[src/rtl/clk_ratio_meter.sv]
// Recovers period, high/low split, odd flag and stability of a divided clock sampled in clk_ref.
// Results update two clk_ref edges after s1 first captures a rising level.
module clk_ratio_meter #(
  parameter int width = 8
) (
  input  logic             clk_ref,
  input  logic             rst,
  input  logic             i_div_clk,
  input  logic             i_meas_en,
  output logic [width-1:0] o_period,
  output logic [width-1:0] o_high,
  output logic [width-1:0] o_low,
  output logic             o_odd,
  output logic             o_valid,
  output logic             o_timeout
);

  typedef enum logic [1:0] {IDLE, WAIT_RISE, FIRST, MEAS} state_t;

  localparam logic [width:0] CNT_MAX = {1'b1, {width{1'b0}}};
  localparam logic [width:0] CNT_ONE = {{width{1'b0}}, 1'b1};

  state_t           state_q;
  logic             s1_q, s2_q, s3_q;
  logic [width:0]   cnt_q;
  logic [width:0]   cnt_inc;
  logic [width-1:0] high_tmp_q;
  logic             rise, fall, cnt_full;

  assign rise     = s2_q & ~s3_q;
  assign fall     = ~s2_q & s3_q;
  assign cnt_full = (cnt_q == CNT_MAX);
  assign cnt_inc  = cnt_full ? cnt_q : cnt_q + CNT_ONE;
  assign o_odd    = o_period[0];

  always_ff @(posedge clk_ref or posedge rst) begin
    if (rst) begin
      s1_q <= 1'b0;
      s2_q <= 1'b0;
      s3_q <= 1'b0;
    end else begin
      s1_q <= i_div_clk;
      s2_q <= s1_q;
      s3_q <= s2_q;
    end
  end

  always_ff @(posedge clk_ref or posedge rst) begin
    if (rst) begin
      state_q    <= IDLE;
      cnt_q      <= '0;
      high_tmp_q <= '0;
      o_period   <= '0;
      o_high     <= '0;
      o_low      <= '0;
      o_valid    <= 1'b0;
      o_timeout  <= 1'b0;
    end else if (!i_meas_en) begin
      state_q   <= IDLE;
      cnt_q     <= '0;
      o_valid   <= 1'b0;
      o_timeout <= 1'b0;
    end else begin
      case (state_q)
        IDLE: begin
          state_q <= WAIT_RISE;
          cnt_q   <= '0;
        end
        WAIT_RISE: begin
          cnt_q <= rise ? CNT_ONE : cnt_inc;
          if (rise) begin
            state_q   <= FIRST;
            o_timeout <= 1'b0;
          end
        end
        FIRST, MEAS: begin
          cnt_q <= rise ? CNT_ONE : cnt_inc;
          // A saturated count is over-range even if a rise lands on it, so 2^width periods time out.
          if (cnt_full) begin
            o_timeout <= 1'b1;
            o_valid   <= 1'b0;
            state_q   <= WAIT_RISE;
          end else if (rise) begin
            o_valid  <= (state_q == MEAS) && (cnt_q[width-1:0] == o_period) &&
                        (high_tmp_q == o_high);
            o_period <= cnt_q[width-1:0];
            o_high   <= high_tmp_q;
            o_low    <= cnt_q[width-1:0] - high_tmp_q;
            state_q  <= MEAS;
          end else if (fall) begin
            high_tmp_q <= cnt_q[width-1:0];
          end
        end
        default: state_q <= IDLE;
      endcase
    end
  end

endmodule

[config.mk]
export PLATFORM = sky130hd
export DESIGN_NAME = clk_ratio_meter
export DESIGN_NICKNAME = d
export VERILOG_FILES = /design/src/rtl/clk_ratio_meter.sv
export SDC_FILE = /design/constraint.sdc
export NUM_CORES = 1
export LEC_CHECK = 0
export CAP_MARGIN = 20
export CORE_MARGIN = 2
export CORE_UTILIZATION = 53
export CTS_CLUSTER_DIAMETER = 150
export DETAILED_ROUTE_END_ITERATION = 6
export GPL_ROUTABILITY_DRIVEN = 0
export PLACE_DENSITY_LB_ADDON = 0.2
export SLEW_MARGIN = 10
export SYNTH_ARGS = -nofsm -noshare
export SYNTH_HDL_FRONTEND = slang
export SYNTH_SLANG_ARGS = --single-unit
[constraint.sdc]
create_clock -name clk_ref -period 2.32 [get_ports clk_ref]
set_input_delay 0.464 -clock clk_ref [delete_from_list [all_inputs] [get_ports clk_ref]]
set_output_delay 0.464 -clock clk_ref [all_outputs]
set_load 0.01 [all_outputs]
Yosys cells after proc, flatten, opt, wreduce, memory -nomap -nowiden --
Index checks and enable logic that the tools add are counted. Widths: inputs -> output; s select.
Word-level totals: register bits after elaboration 48, latch bits 0, bits in writable memories 0, bits in read-only memories 0, output and inout bits 27, word-level logic and storage cells 59, memories 0
Operators by class: add/subtract/negate cells 2, multipliers 0, div/mod/pow operators 0, magnitude comparators 0, eq/ne operators 13, shift-type cells 0, multiplexer cells 17, bitwise logic cells 6, reductions and logical operators 10
Operators with widths (count):
- $mux 9 | 3
- $pmux 9 s2 | 1
- $eq 8x8->1 | 2
- $add 9x1->9 const B | 1
- $eq 9x9->1 const B | 1
- $mux 2 | 4
- $ne 4x4->1 const B | 2
- $sub 8x8->8 | 1
- $mux 1 | 7
- $ne 3x1->1 const B | 2
- $ne 3x3->1 const B | 2
- $pmux 2 s3 | 1
- $reduce_and 5->1 | 1
- $eq 2x2->1 const B | 2
- $not 1->1 | 4
- $reduce_and 2->1 | 2
- $reduce_and 4->1 | 1
- $reduce_and 3->1 | 1
- $reduce_or 3->1 | 1
- $and 1x1->1 | 2
- $eq 2x1->1 const B | 1
- $logic_and 1x1->1 | 2
- $logic_not 2->1 | 1
- $ne 2x1->1 const B | 1
- 2 further kinds | 2

Logic depth before layout (Yosys ltp) --
Gate-level depths: netlist (run 1).
word-level depth 7, depth in mapped cells 10, depth with buffers taken out 9

Least setup slack after synthesis (run 1) --
Ideal clock, no wire load.
path kind register to register, from register cnt_q[0], to register o_low[6], arrival 1991 ps, required time 2193 ps, path slack 202 ps, cell stages (with the launch flop) 10, buffers on the path 0, clock period less this slack 2118 ps, path through dfrtp_1 inv_1 ha_1 inv_1 fa_1 a21o_1 o21ba_2 o31ai_1 xor2_1 o21ai_0
On the way: longest elaborated chain between the ends 3
RTL lines:
- start, declared | line 25 | logic [width:0] cnt_q;
- start signal, assigned | line 70 | cnt_q <= rise ? CNT_ONE : cnt_inc;
- start signal, assigned | line 77 | cnt_q <= rise ? CNT_ONE : cnt_inc;
- parallel branches: the longest is 3 deep, another holds $sub 8x8->8
- end signal, assigned | line 88 | o_low <= cnt_q[width-1:0] - high_tmp_q;
- end, declared | line 12 | output logic [width-1:0] o_low,
Parallel ways; which one is timed is not known. A chain may end at the register's enable or synchronous reset.

Worst setup path in the final report (run 1) --
from register cnt_q[1], to register o_low[4]
Same word-level chain as after synthesis.

==> results.yml, run 1 <==
outcome:
  status: "completed"
placement:
  dp.final_hpwl_um: 3462
  place_area_sq_mm: 0.002897
  place.port_buffers: 30
  dp_cells: 330
  pre_cts_ws_ns: 0.05909
timing:
  rsz0062_at_grt: "false"
  fin_skew_ns: 0.008408
  slew_viol_final: 0
  fmax_mhz: 467.0
  worst_pin_slew_ns: 0.5247
  relSlewSlack: 0.6502
  period_minus_slack_ns: 2.141
  hold_viol_final: 0
  finalSetupTns_ns: 0
  finalSetupViolations: 0
  fin_crit_sh: 0.9229
  finalWorstSetupSlack_ns: 0.1788
synth:
  yosys.area.top_type_share: 0.4720
  synth_area_leaders: "dfrtp_1 47%, nand2_1 6.5%, xor2_1 6.2%"
  synth_cells: 248
  synth_commonest_cells: "48 x dfrtp_1, 44 x nand2_1, 18 x xor2_1"
  syn_area_per_cell_sq_um: 10.26
  ys_ff_latch: 48
  yosysSeqAreaShare: 0.4720
  yosysWarnings: 0
  synth.distinct_cells: 43
  yosysTopAreaCell: "dfrtp_1"
  synth_edf_count: 0
  yosysMostFrequentCell: "dfrtp_1"
  netlist_area_sq_mm: 0.002545
  ys_async_sr_fraction: 1.000
  syn_nets: 262
  yosys_most_used_dff: "dfrtp_1"
detailed_routing:
  wl_per_cell_um: 14.15
  viasPerCell: 5.175
  drtIter0Drc: 99
  routed-via-count: 1749
  wl_um: 4782
  final_antenna_net_count: 0
  first_pass_iters: 4
  drc: 0
setup_path:
  cp-end-kind: "flip-flop"
  crit_type: "reg2reg"
  crit_fanout: 37
  cp.arrival_ns: 2.36
  slowest_stage: "or3_4"
  cp_cell_sequence: "inv_1, ha_1, and4_1, or3_4, o31ai_2"
  r2r_cells: 5
  r2r_slack_ns: 0.18
  cp_slowest_stage_delay_ns: 0.65
  critPathLaunchType: "flip-flop"
  cp_top_family: "simple AND/OR/NAND/NOR gates"
  r2r-end: "o_low[4]$_DFFE_PP0P_"
  path_buf_inv: 1
  crit_required_ns: 2.54
  rr_startpoint: "cnt_q[1]$_DFFE_PP0P_"
pwr:
  power_frac_comb: 0.269
  intPower_mw: 1.467
  p_seq_frac: 0.489
  ir_drop_v: 0.0004733
  swShare: 0.3001
  total_power_mw: 2.096
  power.density_mw_per_mm2: 701.6
  clock_power_share: 0.242
  power.switching_uw: 628.8
  p_leak_nw: 1.403
hold_path:
  worstHoldPathCells: 0
  min_to: "s2_q$_DFF_PP0_"
  hp-class: "reg2reg"
  hp-start: "s1_q$_DFF_PP0_"
final_layout:
  final_area_sq_mm: 0.002987
  post_layout_nonfiller_instances: 338
  drive_gt1_frac: 0.1796
  fin_nets: 297
  diodes: 0
  syn2layout_area_growth_pct: 17.35
floorplanning:
  rows: 25
  io_pins: 31
  die_height_um: 73.30
  fp.dieW_um: 73.30
  start_util: 0.5460
  coreArea_sq_mm: 0.004661
  design.die.area_sq_mm: 0.005372
global_route:
  grt_overflow: 0
  antenna_found_initial: 0
  grt_max_degree: 49
  grt_pass1_wl_um: 8452
  grt_pass1_vias: 1755
  groute.usage.overall: 0.2085
clocking:
  ctsHtreeMaxLevel: 2
  cts_hold_buf: 0
  insertion_delay_ns: 0.31
  post_cts_buffers: 0
  ctsRootBufferMaster: "clkbuf_8"
  numCtsBuffers: 5
  clkTransAtPathRegs_ns: 0.08
  cts_resized: 0
  cts_tree: "done"
  cts_max_path_buffers: 2
  cts.sinks: 48
job:
  max_cap_viol_count: 0
[worst max path at each step]
stage / from / depth (start not counted) / endpoint
after floorplan: cnt_q[0]$_DFFE_PP0P_ / 9 / o_low[6]$_DFFE_PP0P_
after global placement: i_meas_en / 4 / o_low[4]$_DFFE_PP0P_
after detailed placement: i_meas_en / 4 / o_low[4]$_DFFE_PP0P_
after CTS: cnt_q[1]$_DFFE_PP0P_ / 5 / o_low[4]$_DFFE_PP0P_
after global routing: cnt_q[2]$_DFFE_PP0P_ / 4 / o_low[6]$_DFFE_PP0P_
final: cnt_q[1]$_DFFE_PP0P_ / 5 / o_low[4]$_DFFE_PP0P_
[power groups by stage]
stage | logic (mW) | clock network (mW) | registers, mW
floorplan | 0.319 | 0 | 1.06
global placement | 0.558 | 0 | 1.04
detailed placement | 0.567 | 0 | 1.04
CTS | 0.569 | 0.522 | 1.03
global route | 0.636 | 0.558 | 1.04
finish | 0.563 | 0.508 | 1.02
[through the flow]
stage | util | hold slack (ns)
global route | 0.6408 | 0.3633
CTS | 0.6408 | 0.3535
detailed placement | 0.6215 | 0.3355
floorplan | - | 0.3312
global placement | 0.6215 | 0.3324
finish | 0.6408 | 0.3525
[layout make-up]
cell class	instances	area (sq um)
fill	383	1674
sequential	48	1201
multi-input combinational	177	1195
timing repair buffer	41	395.4
clock buffer	8	90.09
tap	54	67.56
inverter	10	37.54
[layer usage]
metal	global-route usage	part of all wire	routed length (um)	up-vias
li1	-	-	-	890
met2	0.3113	0.46	2212	26
met4	0.07475	0.016	75	0
met3	0.04938	0.031	146	6
met1	0.2986	0.49	2347	827
met5	0	0	0	-
[kinds of logic (layout without fill, tap and decap cells)]
| kind of cell | Yosys count | count (layout) | share of synthesized area |
|---|---|---|---|
| adders and majority gates | 10 | 10 | 0.05212 |
| muxes | 3 | 3 | 0.01327 |
| xor gates and xnor gates | 30 | 30 | 0.1032 |
| AOI/OAI and AO/OA | 41 | 41 | 0.1111 |
| and+or+nand+nor | 93 | 93 | 0.1898 |
| DFF | 48 | 48 | 0.4720 |
| buffers and inverters | 23 | 59 | 0.05851 |
[sequential cells by signal, summed over array words and instances, names as in the netlist, 2 cells and up]
| signal | cells |
|---|---|
| cnt_q | 9 |
| o_period | 8 |
| o_low | 8 |
| high_tmp_q | 8 |
| o_high | 8 |
| state_q | 2 |
[layout by cell type (no fill, tap or decap), types with 2 or more instances in the layout]
cell,netlist,final
a31oi_1,2,2
clkbuf_1,2,2
nor4_1,2,2
nor3_1,2,2
ha_1,9,9
clkdlybuf4s50_1,0,30
inv_1,10,9
xor2_1,18,18
buf_4,4,10
nor2_1,9,9
nand2b_1,3,3
and2_1,2,2
clkbuf_8,0,6
nor2b_1,2,2
o21ai_2,12,12
nand4_1,4,4
o21ai_0,14,14
dfrtp_1,48,48
xnor2_1,12,12
nand2_2,12,12
o31ai_1,2,2
nand2_1,44,44
a21oi_1,4,4
nand3_1,5,5
mux2_2,2,2
Power figures use the tool's default switching activity.
==> run 2, diff against run 1 <==
- CELL_PAD_IN_SITES_DETAIL_PLACEMENT: default -> 1
- CELL_PAD_IN_SITES_GLOBAL_PLACEMENT: default -> 1
- CORE_UTILIZATION: 53 -> 43
- PLACE_DENSITY_LB_ADDON: 0.2 -> 0.1
==> results.yml, run 2 (same netlist as run 1, synthesis figures left out) <==
outcome:
  status: "completed"
timing:
  period_minus_slack_ns: 2.165
  relSlewSlack: 0.5782
  fin_crit_sh: 0.9332
  worst_pin_slew_ns: 0.6327
  slew_viol_final: 0
  finalSetupViolations: 0
  rsz0062_at_grt: "false"
  fmax_mhz: 461.9
  fin_skew_ns: 0.01145
  finalSetupTns_ns: 0
  hold_viol_final: 0
final_layout:
  final_common_cell: "dfrtp_1"
  final_area_sq_mm: 0.003009
  fin_util: 0.5174
  diodes: 0
  final_cell_mix: "47 x dfrtp_1, 44 x nand2_1, 30 x clkdlybuf4s50_1"
  syn2layout_area_growth_pct: 18.24
  top_register: "cnt_q"
  drive_gt1_frac: 0.1937
  largest_register_ffs: 9
  fillers: 666
  fin_nets: 297
setup_path:
  cp_cell_sequence: "nor4_2, and4_1, or3_4, o21ai_0"
  critPathLaunchType: "flip-flop"
  rr_startpoint: "cnt_q[2]$_DFFE_PP0P_"
  r2r_cells: 4
  crit_type: "reg2reg"
  crit_required_ns: 2.49
  cp_top_family: "simple AND/OR/NAND/NOR gates"
  slowest_stage: "dfrtp_1"
  cp_slowest_stage_delay_ns: 0.53
  path_buf_inv: 0
  r2r_slack_ns: 0.15
  cp.arrival_ns: 2.33
  cp-end-kind: "flip-flop"
  r2r-end: "o_low[6]$_DFFE_PP0P_"
  crit_fanout: 37
global_route:
  grt_pass1_vias: 1939
  groute.usage.overall: 0.1963
  antenna_found_initial: 0
  grt_pass1_wl_um: 9715
  grt_max_degree: 49
  grt_overflow: 0
floorplanning:
  io_pins: 31
  rows: 28
  fp.dieW_um: 80.93
  start_util: 0.4376
  coreArea_sq_mm: 0.005816
  design.die.area_sq_mm: 0.006550
  die_height_um: 80.93
detailed_routing:
  drc: 0
  drtIter0Drc: 63
  first_pass_iters: 4
  wl_per_cell_um: 15.60
  final_antenna_net_count: 0
  wl_um: 5602
  viasPerCell: 5.072
  routed-via-count: 1821
clocking:
  cts_max_path_buffers: 2
  cts_tree: "done"
  ctsHtreeMaxLevel: 2
  insertion_delay_ns: 0.30
  cts.sinks: 48
  clkTransAtPathRegs_ns: 0.10
  numCtsBuffers: 5
  cts_resized: 0
  ctsRootBufferMaster: "clkbuf_8"
  cts_hold_buf: 0
  post_cts_buffers: 0
hold_path:
  hp-start: "s1_q$_DFF_PP0_"
  worstHoldPathCells: 0
  min_to: "s2_q$_DFF_PP0_"
  hp-class: "reg2reg"
placement:
  place_area_sq_mm: 0.002910
  dp.final_hpwl_um: 4100
  place.port_buffers: 30
job:
  max_cap_viol_count: 0
pwr:
  p_leak_nw: 1.398
  power.density_mw_per_mm2: 707.3
  ir_drop_v: 0.0003179
## run 2: changes by cell type in the layout (fill, tap and decap cells not counted), sizes merged
cell	before	now
clkbuf	8	6
clkinv	0	2
## run 2: per-stage QoR
step | setup WS (ns) | total power [mW] | instances | hold slack, ns
finish | 0.1549 | 2.129 | 359 | 0.3708
global route | 0.009138 | 2.276 | 359 | 0.3823
CTS | 0.1223 | 2.167 | 359 | 0.3766
detailed placement | 0.1400 | 1.634 | 351 | 0.3556
global placement | 0.1562 | 1.615 | 351 | 0.3330
floorplan | 0.2018 | 1.381 | 248 | 0.3312
## run 2: how the worst max path moves through the flow
stage,end,cells after the start,slack (ns),start
after global placement,o_low[6]$_DFFE_PP0P_,8,0.16,high_tmp_q[0]$_DFFE_PP0P_
after CTS,o_low[6]$_DFFE_PP0P_,8,0.12,high_tmp_q[0]$_DFFE_PP0P_
after floorplan,o_low[6]$_DFFE_PP0P_,9,0.20,cnt_q[0]$_DFFE_PP0P_
final,o_low[6]$_DFFE_PP0P_,4,0.15,cnt_q[2]$_DFFE_PP0P_
after detailed placement,o_low[4]$_DFFE_PP0P_,4,0.14,i_meas_en
after global routing,o_low[6]$_DFFE_PP0P_,4,0.009,cnt_q[2]$_DFFE_PP0P_
## run 2: power by group
part / leakage [nW] / internal [mW] / switching (mW)
clock: 0.0510 / 0.238 / 0.282
combinational: 0.718 / 0.288 / 0.295
sequential: 0.629 / 0.938 / 0.0860
## run 2: layer usage
metal,track usage,wire length (um),share of wire
met1,0.2699,2666,0.48
met3,0.03222,146,0.026
met5,0,0,0
met2,0.3231,2729,0.49
met4,0.05085,60,0.011
## run 2: worst reg2reg max path, delay by kind of cell, from the launching register on
family / cells / cell delay, ns
compound gates: 1 / 0.19
flops: 1 / 0.53
simple gates: 3 / 1.32
## run 2: area by class of cell
class / instances / area (sq um) / share of cell area
clock buffer: 6 / 82.58 / 0.02744
clock inverter: 2 / 10.01 / 0.003326
inverter: 10 / 37.54 / 0.01247
multi-input combinational: 177 / 1200 / 0.3988
sequential: 48 / 1202 / 0.3996
tap: 75 / 93.84 / 0.03118
timing repair buffer: 41 / 382.9 / 0.1272
==> run 3, diff against run 2 <==
- CORE_UTILIZATION: 43 -> 38
==> results.yml, run 3 (same netlist as run 1, synthesis figures left out) <==
clocking:
  cts.sinks: 48
  post_cts_buffers: 0
  ctsHtreeMaxLevel: 2
  insertion_delay_ns: 0.31
  ctsRootBufferMaster: "clkbuf_8"
  cts_resized: 0
  cts_tree: "done"
  cts_max_path_buffers: 2
  clkTransAtPathRegs_ns: 0.10
  numCtsBuffers: 5
  cts_hold_buf: 0
pwr:
  power.density_mw_per_mm2: 724.8
  p_leak_nw: 1.439
  ir_drop_v: 0.0002932
placement:
  place.port_buffers: 30
  pre_cts_ws_ns: 0.1007
  dp_cells: 359
  dp.final_hpwl_um: 4419
global_route:
  grt_overflow: 0
  use_met1: 0.2560
  grt_pass1_wl_um: 10140
  grt-busiest-layer: "met2"
  grt_max_degree: 32
  antenna_found_initial: 0
  use_met3: 0.03465
  met2_usage: 0.2749
  groute.usage.overall: 0.1783
  grt_pass1_vias: 1991
floorplanning:
  start_util: 0.3963
  design.die.area_sq_mm: 0.007368
  rows: 29
  coreArea_sq_mm: 0.006422
  fp.dieW_um: 85.84
  die_height_um: 85.84
  io_pins: 31
timing:
  period_minus_slack_ns: 2.115
  relSlewSlack: 0.6742
  slew_viol_final: 0
  worst_pin_slew_ns: 0.4867
  hold-worst-slack_ns: 0.3576
  rsz0062_at_grt: "false"
  hold_viol_final: 0
  fin_skew_ns: 0.007351
  fmax_mhz: 472.8
  finalWorstSetupSlack_ns: 0.2051
  fin_crit_sh: 0.9116
  finalSetupViolations: 0
  finalSetupTns_ns: 0
final_layout:
  largest_register_ffs: 9
  fillers: 732
  top_register: "cnt_q"
  fin_nets: 303
  post_layout_nonfiller_instances: 367
  diodes: 0
  final_cell_mix: "48 x dfrtp_1, 44 x nand2_1, 30 x clkdlybuf4s50_1"
  syn2layout_area_growth_pct: 21.09
  fin_util: 0.4798
  drive_gt1_frac: 0.2034
  final_common_cell: "dfrtp_1"
detailed_routing:
  first_pass_iters: 7
  wl_um: 5893
  drc: 2
  viasPerCell: 5.033
  drtIter0Drc: 70
  final_antenna_net_count: 0
  wl_per_cell_um: 16.06
  routed-via-count: 1847
setup_path:
  cp.arrival_ns: 2.30
  cp-end-kind: "flip-flop"
  crit_fanout: 2
  critPathLaunchType: "flip-flop"
  crit_required_ns: 2.50
  crit_type: "reg2reg"
hold_path:
  hp-class: "reg2reg"
job:
  max_cap_viol_count: 0
outcome:
  status: "finished, violations left"
  violations: "DRC"
## run 3: where the power goes
part	switching, mW	internal, mW
combinational	0.298	0.291
clock	0.302	0.320
sequential	0.0861	0.938
total	0.686	1.55
## run 3: path summary, 6_finish.rpt
check | cells after the start | slack [ns] | startpoint | end
max in group asynchronous | 3 | 1.34 | rst | cnt_q[3]$_DFFE_PP0P_
max | 9 | 0.21 | cnt_q[0]$_DFFE_PP0P_ | o_low[6]$_DFFE_PP0P_
min reg2reg | 0 | 0.36 | s1_q$_DFF_PP0_ | s2_q$_DFF_PP0_
min | 0 | 0.36 | s1_q$_DFF_PP0_ | s2_q$_DFF_PP0_
max reg2reg | 9 | 0.21 | cnt_q[0]$_DFFE_PP0P_ | o_low[6]$_DFFE_PP0P_
min in group asynchronous | 2 | 0.47 | rst | o_high[5]$_DFFE_PP0P_
## run 3: critical path: stages (launching register included)
cell     delay (ns)
dfrtp_1        0.38
inv_1          0.08
ha_1           0.16
inv_1          0.06
fa_1           0.40
a21o_1         0.19
o21ba_2        0.21
o31ai_1        0.26
xor2_1         0.17
o21ai_0        0.08
## run 3: layer usage
layer / part of all wire / wire length, um / vias to the layer above
met5: 0 / 0 / -
met4: 0.014 / 85 / 0
met3: 0.022 / 128 / 6
met2: 0.46 / 2731 / 25
met1: 0.50 / 2946 / 915
li1: - / - / 901
## run 3: area by class of cell
cell class	instances	area [sq um]	area share
flip-flops and latches	48	1201	0.3898
multi-input cells	177	1195	0.3877
repair buffers	47	440.4	0.1429
well taps	77	96.34	0.03126
clock buffers	5	68.82	0.02233
clock inverters	3	42.54	0.01380
inverters	10	37.54	0.01218
## run 3: stage by stage
step / area [sq um] / power, mW
2_1_floorplan: 2545 / 1.381
3_3_place_gp: 2970 / 1.625
3_5_place_dp: 2970 / 1.638
4_1_cts: 3082 / 2.267
5_1_grt: 3082 / 2.374
6_report: 3082 / 2.234
